==> src/rtl/fp32_adder.sv <==
// fp32_adder: single-precision (binary32) adder with a one-cycle registered result.
// Subnormal inputs and underflowing results are flushed to zero; no exception flags.
// Optional macro FP_ADD_RNE_EN selects round-to-nearest-even; without it the result
// is truncated (round toward zero).
module fp32_adder (
    input  logic        clk,
    input  logic        rst,
    input  logic        in_valid,
    input  logic [31:0] a,
    input  logic [31:0] b,
    output logic [31:0] out,
    output logic        out_valid
);

    localparam logic [31:0] QNaN = 32'h7FC00000;

    // Unpacked operands
    logic        sa, sb;
    logic [7:0]  ea, eb;
    logic [22:0] fa, fb;
    logic        nan_a, nan_b, inf_a, inf_b, zero_a, zero_b;
    logic [30:0] mag_a, mag_b;
    logic [23:0] ma, mb;

    // Ordered operands: l = larger magnitude, s = smaller
    logic        swap;
    logic        sl, ss;
    logic [7:0]  el, es;
    logic [23:0] ml, ms;

    // Alignment
    logic [7:0]  shift_dist;
    logic [49:0] shifted;
    logic [26:0] aligned;

    // Add / subtract and normalize
    logic [27:0]        sum_raw;
    logic [26:0]        diff_raw;
    logic [26:0]        norm;
    logic [4:0]         lz;
    logic signed [9:0]  exp_n;
    logic               is_cancel;

    // Rounding
    logic [23:0]        sig_n;
    logic               g_bit, r_bit, s_bit;
    logic               round_up;
    logic [24:0]        rounded;
    logic [22:0]        frac_r;
    logic signed [9:0]  exp_r;

    // Final result and output registers
    logic [31:0] result;
    logic [31:0] out_q, out_d;
    logic        valid_q, valid_d;

    // Unpack fields and classify; exp=0 is treated as zero (flush-to-zero)
    always_comb begin
        sa     = a[31];
        sb     = b[31];
        ea     = a[30:23];
        eb     = b[30:23];
        fa     = a[22:0];
        fb     = b[22:0];
        nan_a  = (ea == 8'hFF) && (fa != 23'd0);
        nan_b  = (eb == 8'hFF) && (fb != 23'd0);
        inf_a  = (ea == 8'hFF) && (fa == 23'd0);
        inf_b  = (eb == 8'hFF) && (fb == 23'd0);
        zero_a = (ea == 8'd0);
        zero_b = (eb == 8'd0);
        mag_a  = zero_a ? 31'd0 : a[30:0];
        mag_b  = zero_b ? 31'd0 : b[30:0];
        ma     = zero_a ? 24'd0 : {1'b1, fa};
        mb     = zero_b ? 24'd0 : {1'b1, fb};
    end

    // Order operands so the larger magnitude comes first
    always_comb begin
        swap = (mag_b > mag_a);
        if (swap) begin
            sl = sb;  el = eb;  ml = mb;
            ss = sa;  es = ea;  ms = ma;
        end else begin
            sl = sa;  el = ea;  ml = ma;
            ss = sb;  es = eb;  ms = mb;
        end
    end

    // Align the smaller significand into a 27-bit {sig, guard, round, sticky} word
    always_comb begin
        shift_dist = el - es;
        shifted    = 50'd0;
        aligned    = 27'd0;
        if (shift_dist >= 8'd26) begin
            aligned = {26'd0, |ms};
        end else begin
            // 26 zero bits below the significand, so a shift of <=25 loses nothing
            shifted = {ms, 26'd0} >> shift_dist;
            aligned = {shifted[49:24], |shifted[23:0]};
        end
    end

    // Effective add or subtract, then normalize the magnitude
    always_comb begin
        sum_raw   = {1'b0, ml, 3'b000} + {1'b0, aligned};
        diff_raw  = {ml, 3'b000} - aligned;
        lz        = 5'd0;
        // Last match wins, so lz ends up counting zeros above the highest set bit
        for (int i = 0; i < 27; i++) begin
            if (diff_raw[i]) lz = 5'(26 - i);
        end
        is_cancel = 1'b0;
        norm      = 27'd0;
        exp_n     = 10'sd0;
        if (sl == ss) begin
            if (sum_raw[27]) begin
                norm  = {sum_raw[27:2], sum_raw[1] | sum_raw[0]};
                exp_n = $signed({2'b00, el}) + 10'sd1;
            end else begin
                norm  = sum_raw[26:0];
                exp_n = $signed({2'b00, el});
            end
        end else begin
            is_cancel = (diff_raw == 27'd0);
            norm      = diff_raw << lz;
            exp_n     = $signed({2'b00, el}) - $signed({5'd0, lz});
        end
    end

    // Round the normalized significand; an overflow renormalizes to 1.0 x 2^(e+1)
    always_comb begin
        sig_n = norm[26:3];
        g_bit = norm[2];
        r_bit = norm[1];
        s_bit = norm[0];
`ifdef FP_ADD_RNE_EN
        round_up = g_bit & (r_bit | s_bit | sig_n[0]);
`else
        round_up = 1'b0;
`endif
        rounded = {1'b0, sig_n} + {24'd0, round_up};
        if (rounded[24]) begin
            frac_r = rounded[23:1];
            exp_r  = exp_n + 10'sd1;
        end else begin
            frac_r = rounded[22:0];
            exp_r  = exp_n;
        end
    end

    // Special-case selection and final packing
    always_comb begin
        if (nan_a || nan_b) begin
            result = QNaN;
        end else if (inf_a && inf_b && (sa != sb)) begin
            result = QNaN;
        end else if (inf_a) begin
            result = a;
        end else if (inf_b) begin
            result = b;
        end else if (zero_a && zero_b) begin
            // Only -0 + -0 keeps the negative sign
            result = {sa & sb, 31'd0};
        end else if (is_cancel) begin
            result = 32'h00000000;
        end else if (exp_r >= 10'sd255) begin
            result = {sl, 8'hFF, 23'd0};
        end else if (exp_r <= 10'sd0) begin
            result = {sl, 31'd0};
        end else begin
            result = {sl, exp_r[7:0], frac_r};
        end
    end

    // Next-state for output registers: out only loads on valid input
    always_comb begin
        valid_d = in_valid;
        out_d   = in_valid ? result : out_q;
    end

    // Output registers with synchronous reset
    always_ff @(posedge clk) begin
        if (rst) begin
            out_q   <= 32'h00000000;
            valid_q <= 1'b0;
        end else begin
            out_q   <= out_d;
            valid_q <= valid_d;
        end
    end

    assign out       = out_q;
    assign out_valid = valid_q;

endmodule

==> config.mk <==
export PLATFORM = sky130hd
export DESIGN_NAME = fp32_adder
export DESIGN_NICKNAME = d
export VERILOG_FILES = /design/src/rtl/fp32_adder.sv
export SDC_FILE = /design/constraint.sdc
export NUM_CORES = 1
export LEC_CHECK = 0
export CORE_MARGIN = 2
export CORE_UTILIZATION = 45
export DETAILED_ROUTE_END_ITERATION = 8
export SLEW_MARGIN = 20
export SYNTH_ARGS = -nofsm -noshare
export SYNTH_HDL_FRONTEND = slang
export SYNTH_SLANG_ARGS = --single-unit
==> constraint.sdc <==
create_clock -name clk -period 38.3 [get_ports clk]
set_input_delay 7.66 -clock clk [delete_from_list [all_inputs] [get_ports clk]]
set_output_delay 7.66 -clock clk [all_outputs]
set_load 0.05 [all_outputs]
==> metrics.txt <==
largest family of logic cells by synthesized area=compound AO/OA/AOI/OAI gates; Hold Crit Class=reg -> reg; Worst setup EP type=flip-flop; initial DRC count=1,782; Die H=169 um; fraction of the mapped netlist area in compound gates=35.9%; pin count of the biggest net entering global routing=74; Final Total Pwr=0.586 mW; clock sink count=33; met1 Use GR=45.5%; DR vias=15,100; Rows=60; Syn Area/Cell=6.39 um2; drt wl/cell=23.3 um; hold_buf cts=0; cell taking the most area after synthesis=ha_1; leak pwr=5.37 nW; GRT Max-Usage Layer=met2; Worst Setup EP=out[12]; # diodes=0; clk buf depth=2; Worst Max-Slew Pin Slew=1.10 ns; CTS root buf=clkbuf_16; first-pass GRT wire length=80,600 um; max-slew violations=0; min Tclk post-route=22.78 ns; reg-to-reg slack, setup=36.84 ns; Max Fclk=43.9 MHz; FF-to-FF End=out[22]; Setup CP Type=in -> reg; top-count cell post-synth=nand2_1; TritonCTS Buffers=5; TritonRoute pass-1 iters=6; Final nets=2,071; Seq cells post-synth=33; critical path peak fanout=31; Worst Path Required=38.50 ns; area delta synth->final=10.1%; Post-Synthesis Cells=1,913; postcts setup bufs=0; delay-heaviest family, CP=simple AND/OR/NAND/NOR gates; final worst-path cycle share=59.5%; # IOs=100; final setup fails=0; final hold vios=0; initial core utilization=45.6%; HPWL after DPL=42,100 um; setup TNS=0 ns; GRT met2 Usage=59.4%; final RePlAce weighted congestion=1.00; Vias/cell=6.72; Worst-path clk slew=0.06 ns; post-synthesis adder-cell area fraction=9.81%; core area=0.0268 mm2; Pwr Density=43.6 mW/mm2; critical path startpoint category=input port; Yosys cell types=105; Post-DRT Antenna Nets=0; CTS resizes=0; layout cells sized above 1=6.12%; Die Wd=169 um; Setup Skew=0 ns; ys async rst share=0%; Post-Synth Simple-Gate Area=31.4%; Synth area leaders=ha_1 9.3%, nand2_1 8.4%, a21oi_1 7.7%; Reg2Reg Depth=5; drc violations=0; initial antenna violation count=0; Peak supply drop=0.0223 mV; slowest CP cell=a211oi_1; sequential-to-total area share from yosys stat=5.40%; buffers plus inverters on the worst setup path=4; Synth top cells by count=273 x nand2_1, 189 x a21oi_1, 150 x nor2_1, 126 x o21ai_0, 95 x clkbuf_1; Ys Warns=0; Slowest Stage Delay on Critical Path=0.73 ns; top-area cell type share of the netlist area=9.32%; number of global-route vias before repair=14,000; Buffers on Ports=99; Crit. Startpoint=b[28]; relative slew slack=26.4%; GRT Util Overall=35.6%; Worst Path Arrival=22.98 ns; syn_nets=2,073; status=finished clean; Die ar.=0.0285 mm2; clock tree from TritonCTS=done; instance count on the critical path=54; met3 global-route usage=5.10%; Overflow after GRT=0; max-cap check violation count=0; drt total wl=52,600 um; R2R Path Start=out[22]; clk_lat worst skew=0.27 ns; top_reg_cell synth=dfxtp_1; Post-synth EDFFs=0; Cell Area, Synth=0.0122 mm2; XOR/XNOR Fraction of Synth Area=4.01%; H-tree depth=2; mux cell area share after synthesis=6.72%; setup repair after global routing missed its margin=no
## through the flow
stage / instance area [um2] / util, % / std cells / hold slack [ns] / setup WS, ns
6_report: 13500 / 50.2 / 2253 / 0.460 / 15.52
5_1_grt: 13500 / 50.2 / 2253 / 0.484 / 14.65
4_1_cts: 13500 / 50.2 / 2253 / 0.466 / 15.88
3_5_place_dp: 13300 / 49.6 / 2245 / 0.454 / 15.62
3_3_place_gp: 13300 / 49.6 / 2245 / 0.439 / 15.95
2_1_floorplan: 12200 / - / 1913 / 0.676 / 17.80
## registers in the layout, summed over array words and instances (netlist names)
register / flops
out: 32
out_valid: 1
## worst min-delay path, delay by kind of cell, from the launching register on
kind	cells	cell delay, ns
DFF	1	0.32
and+or+nand+nor	2	0.10
## report_power, final
| part | total, mW | switching (mW) | internal, mW |
|---|---|---|---|
| Combinational | 0.499 | 0.336 | 0.162 |
| Clock | 0.0427 | 0.0152 | 0.0275 |
| Sequential | 0.0451 | 0.00411 | 0.0410 |
## final cells by class
| cell class | count | area, um2 |
|---|---|---|
| Timing Repair Buffer | 120 | 1150 |
| Fill cell | 2841 | 13300 |
| Tap cell | 341 | 427 |
| Inverter | 82 | 308 |
| Clock inverter | 1 | 5.00 |
| Sequential cell | 33 | 661 |
| Multi-Input combinational cell | 1669 | 10800 |
| Clock buffer | 7 | 153 |
## worst min-delay path by stage
| stage | to | cells past startpoint | slack (ns) | startpoint |
|---|---|---|---|---|
| floorplan | out[20] | 2 | 0.68 | out[20] |
| global placement | out[20] | 2 | 0.44 | out[20] |
| detailed placement | out[20] | 2 | 0.45 | out[20] |
| CTS | out[20] | 2 | 0.47 | out[20] |
| global route | out[16] | 2 | 0.48 | out[16] |
| finish | out[20] | 2 | 0.46 | out[20] |
## cells in the final DEF (no fill, tap or decap), types with 40 or more instances in the layout
cell / instances
nor2_1: 148
inv_1: 77
a211oi_1: 47
nor4_1: 40
mux2i_1: 46
nor3_1: 92
o21ai_0: 126
nand3_1: 43
clkdlybuf4s50_1: 99
nand2_1: 271
a21oi_1: 189
ha_1: 91
## layer usage
metal  vias up  wire length, um
li1       7116                -
met1      7160            21500
met2       733            24200
met3       139             3980
met5         -                0
met4         0             2820
## cell families after synthesis
| family | Yosys count |
|---|---|
| and+or+nand+nor | 792 |
| AOI/OAI and AO/OA | 653 |
| buffers and inverters | 211 |
| adders and majority gates | 95 |
| muxes | 73 |
| xor gates and xnor gates | 56 |
| DFF | 33 |
Note: power is estimated with default switching activity, not from simulation.
==> RTL change: new RTL, same settings <==
Reset style: asynchronous (`rst`), changed in one clocked block. Comments in the files are not updated.
--- a/src/rtl/fp32_adder.sv
+++ b/src/rtl/fp32_adder.sv
@@ -181,3 +181,3 @@
     // Output registers with synchronous reset
-    always_ff @(posedge clk) begin
+    always_ff @(posedge clk or posedge rst) begin
         if (rst) begin
Function: changed (Yosys sat finds a counterexample within 4 cycles, from zero or initial values and one cycle with rst high; the reset may be asserted at any time).
==> RTL change against the original RTL <==
  * Synthesized area rose by 6.4%
  * Final area rose by 5.2%
  * Routed wire length is 4.7% higher
  * Total power grew 11%
  * Critical path type unchanged
  * Sequential cell count unchanged
  * Worst setup slack worse by 0.69 ns
  * Largest cell class unchanged
  * Die area increased by 6.2%
  * Sequential share of layout area increased by 0.93 points
==> RTL change: results (changes against the original RTL) <==
endpoint arrival time on the critical path 23.65 ns (was 22.98 ns); Peak Freq 0.0426 GHz (was 0.0439 GHz); run status complete, no violations (unchanged); max-slew headroom at the worst pin 0.236 (was 0.264); layout filler cell count 3027 (was 2841); maximum fanout along the worst path 44 (was 31); fraction of the yosys area taken by sequential cells 0.0635 (was 0.0540); commonest cells in the synthesized netlist 234 x nand2_1, 167 x nor2_1, 158 x a21oi_1 (was 273 x nand2_1, 189 x a21oi_1, 150 x nor2_1); Max IR drop VDD 0.0218 mV (was 0.0223 mV); overall routed net length 55.0 mm (was 52.6 mm); Static Leakage 5.79 nW (was 5.37 nW); longest individual stage delay on the worst path 0.78 ns (was 0.73 ns); area post-placement 14000 µm² (was 13300 µm²); start of the worst register-to-register path out[22]$_DFFE_PP0P_ (was out[22]$_SDFFE_PP0P_); launch point of the critical path b[25] (was b[28]); number of standard cells after synthesis 1923 (was 1913); global-route wire length before repair 85.4 mm (was 80.6 mm); Via Count 15.2k (was 15.1k); HPWL after detailed placement 44.0 mm (was 42.1 mm); worst-case register-to-register setup slack 36.81 ns (was 36.84 ns); Critical Path Slowest Stage Cell nand4_2 (was a211oi_1); final layout net count 2074 (was 2071); Critical R2R Capture out[22]$_DFFE_PP0P_ (was out[22]$_SDFFE_PP0P_); most frequently used flop master after synthesis dfrtp_1 (was dfxtp_1); pre-CTS setup slack 15.08 ns (was 15.62 ns); per-instance average area after synthesis 6.76 µm² (was 6.39 µm²); worst setup path endpoint out[11]$_DFFE_PP0P_ (was out[12]$_SDFFE_PP0P_); placed insts 2291 (was 2245); Global Route Usage Sum 0.354 (was 0.356); DRC marker count from the first detailed-route iteration 1861 (was 1782)
-- RTL change: cell families (layout without fill, tap and decap cells) --
group	after synthesis	count (layout)	synth area share
adder cells (fa/ha/maj)	95	95	0.0928
flip-flops	33	33	0.0635
XOR/XNOR	63	63	0.0488
multiplexers	129	129	0.110
buffers and inverters	236	228	0.0794
AND/OR/NAND/NOR	733	733	0.273
AO/OA/AOI/OAI	634	634	0.332
-- RTL change: worst min-delay path by stage --
stage,startpoint,endpoint,slack (ns),cells past startpoint
6_report,out[2]$_DFFE_PP0P_,out[2]$_DFFE_PP0P_,0.48,1
4_1_cts,out[2]$_DFFE_PP0P_,out[2]$_DFFE_PP0P_,0.49,1
2_1_floorplan,out[18]$_DFFE_PP0P_,out[18]$_DFFE_PP0P_,0.78,1
3_5_place_dp,out[2]$_DFFE_PP0P_,out[2]$_DFFE_PP0P_,0.47,1
5_1_grt,out[31]$_DFFE_PP0P_,out[31]$_DFFE_PP0P_,0.50,1
3_3_place_gp,out[2]$_DFFE_PP0P_,out[2]$_DFFE_PP0P_,0.47,1
-- RTL change: power groups by stage --
stage	clock network [mW]	registers, mW	logic [mW]
finish	0.0425	0.0544	0.552
global route	0.0445	0.0559	0.587
CTS	0.0430	0.0543	0.537
detailed placement	0	0.0547	0.535
global placement	0	0.0548	0.536
floorplan	0	0.0977	0.339
-- RTL change: layout make-up --
| cell class | count | area (µm²) | share of cell area |
|---|---|---|---|
| Clock inverter | 1 | 5.00 | 0.000354 |
| Inverter | 96 | 360 | 0.0255 |
| Sequential cell | 33 | 826 | 0.0584 |
| Tap cell | 384 | 480 | 0.0340 |
| Timing Repair Buffer | 124 | 1180 | 0.0833 |
| Multi-Input combinational cell | 1654 | 11100 | 0.788 |
| Clock buffer | 7 | 153 | 0.0108 |
-- RTL change: per-layer routing --
layer	global-route usage	wire length, µm	up-vias
li1	-	-	7102
met1	0.474	23300	7192
met2	0.564	24200	784
met3	0.0444	4550	163
met4	0.168	3020	0
met5	0	0	-
-- RTL change: critical path, delay by kind of cell --
family	cells	cell delay (ns)
simple gates	27	6.57
compound gates	22	5.85
buf+inv	6	1.87
fa+ha+maj	5	1.64
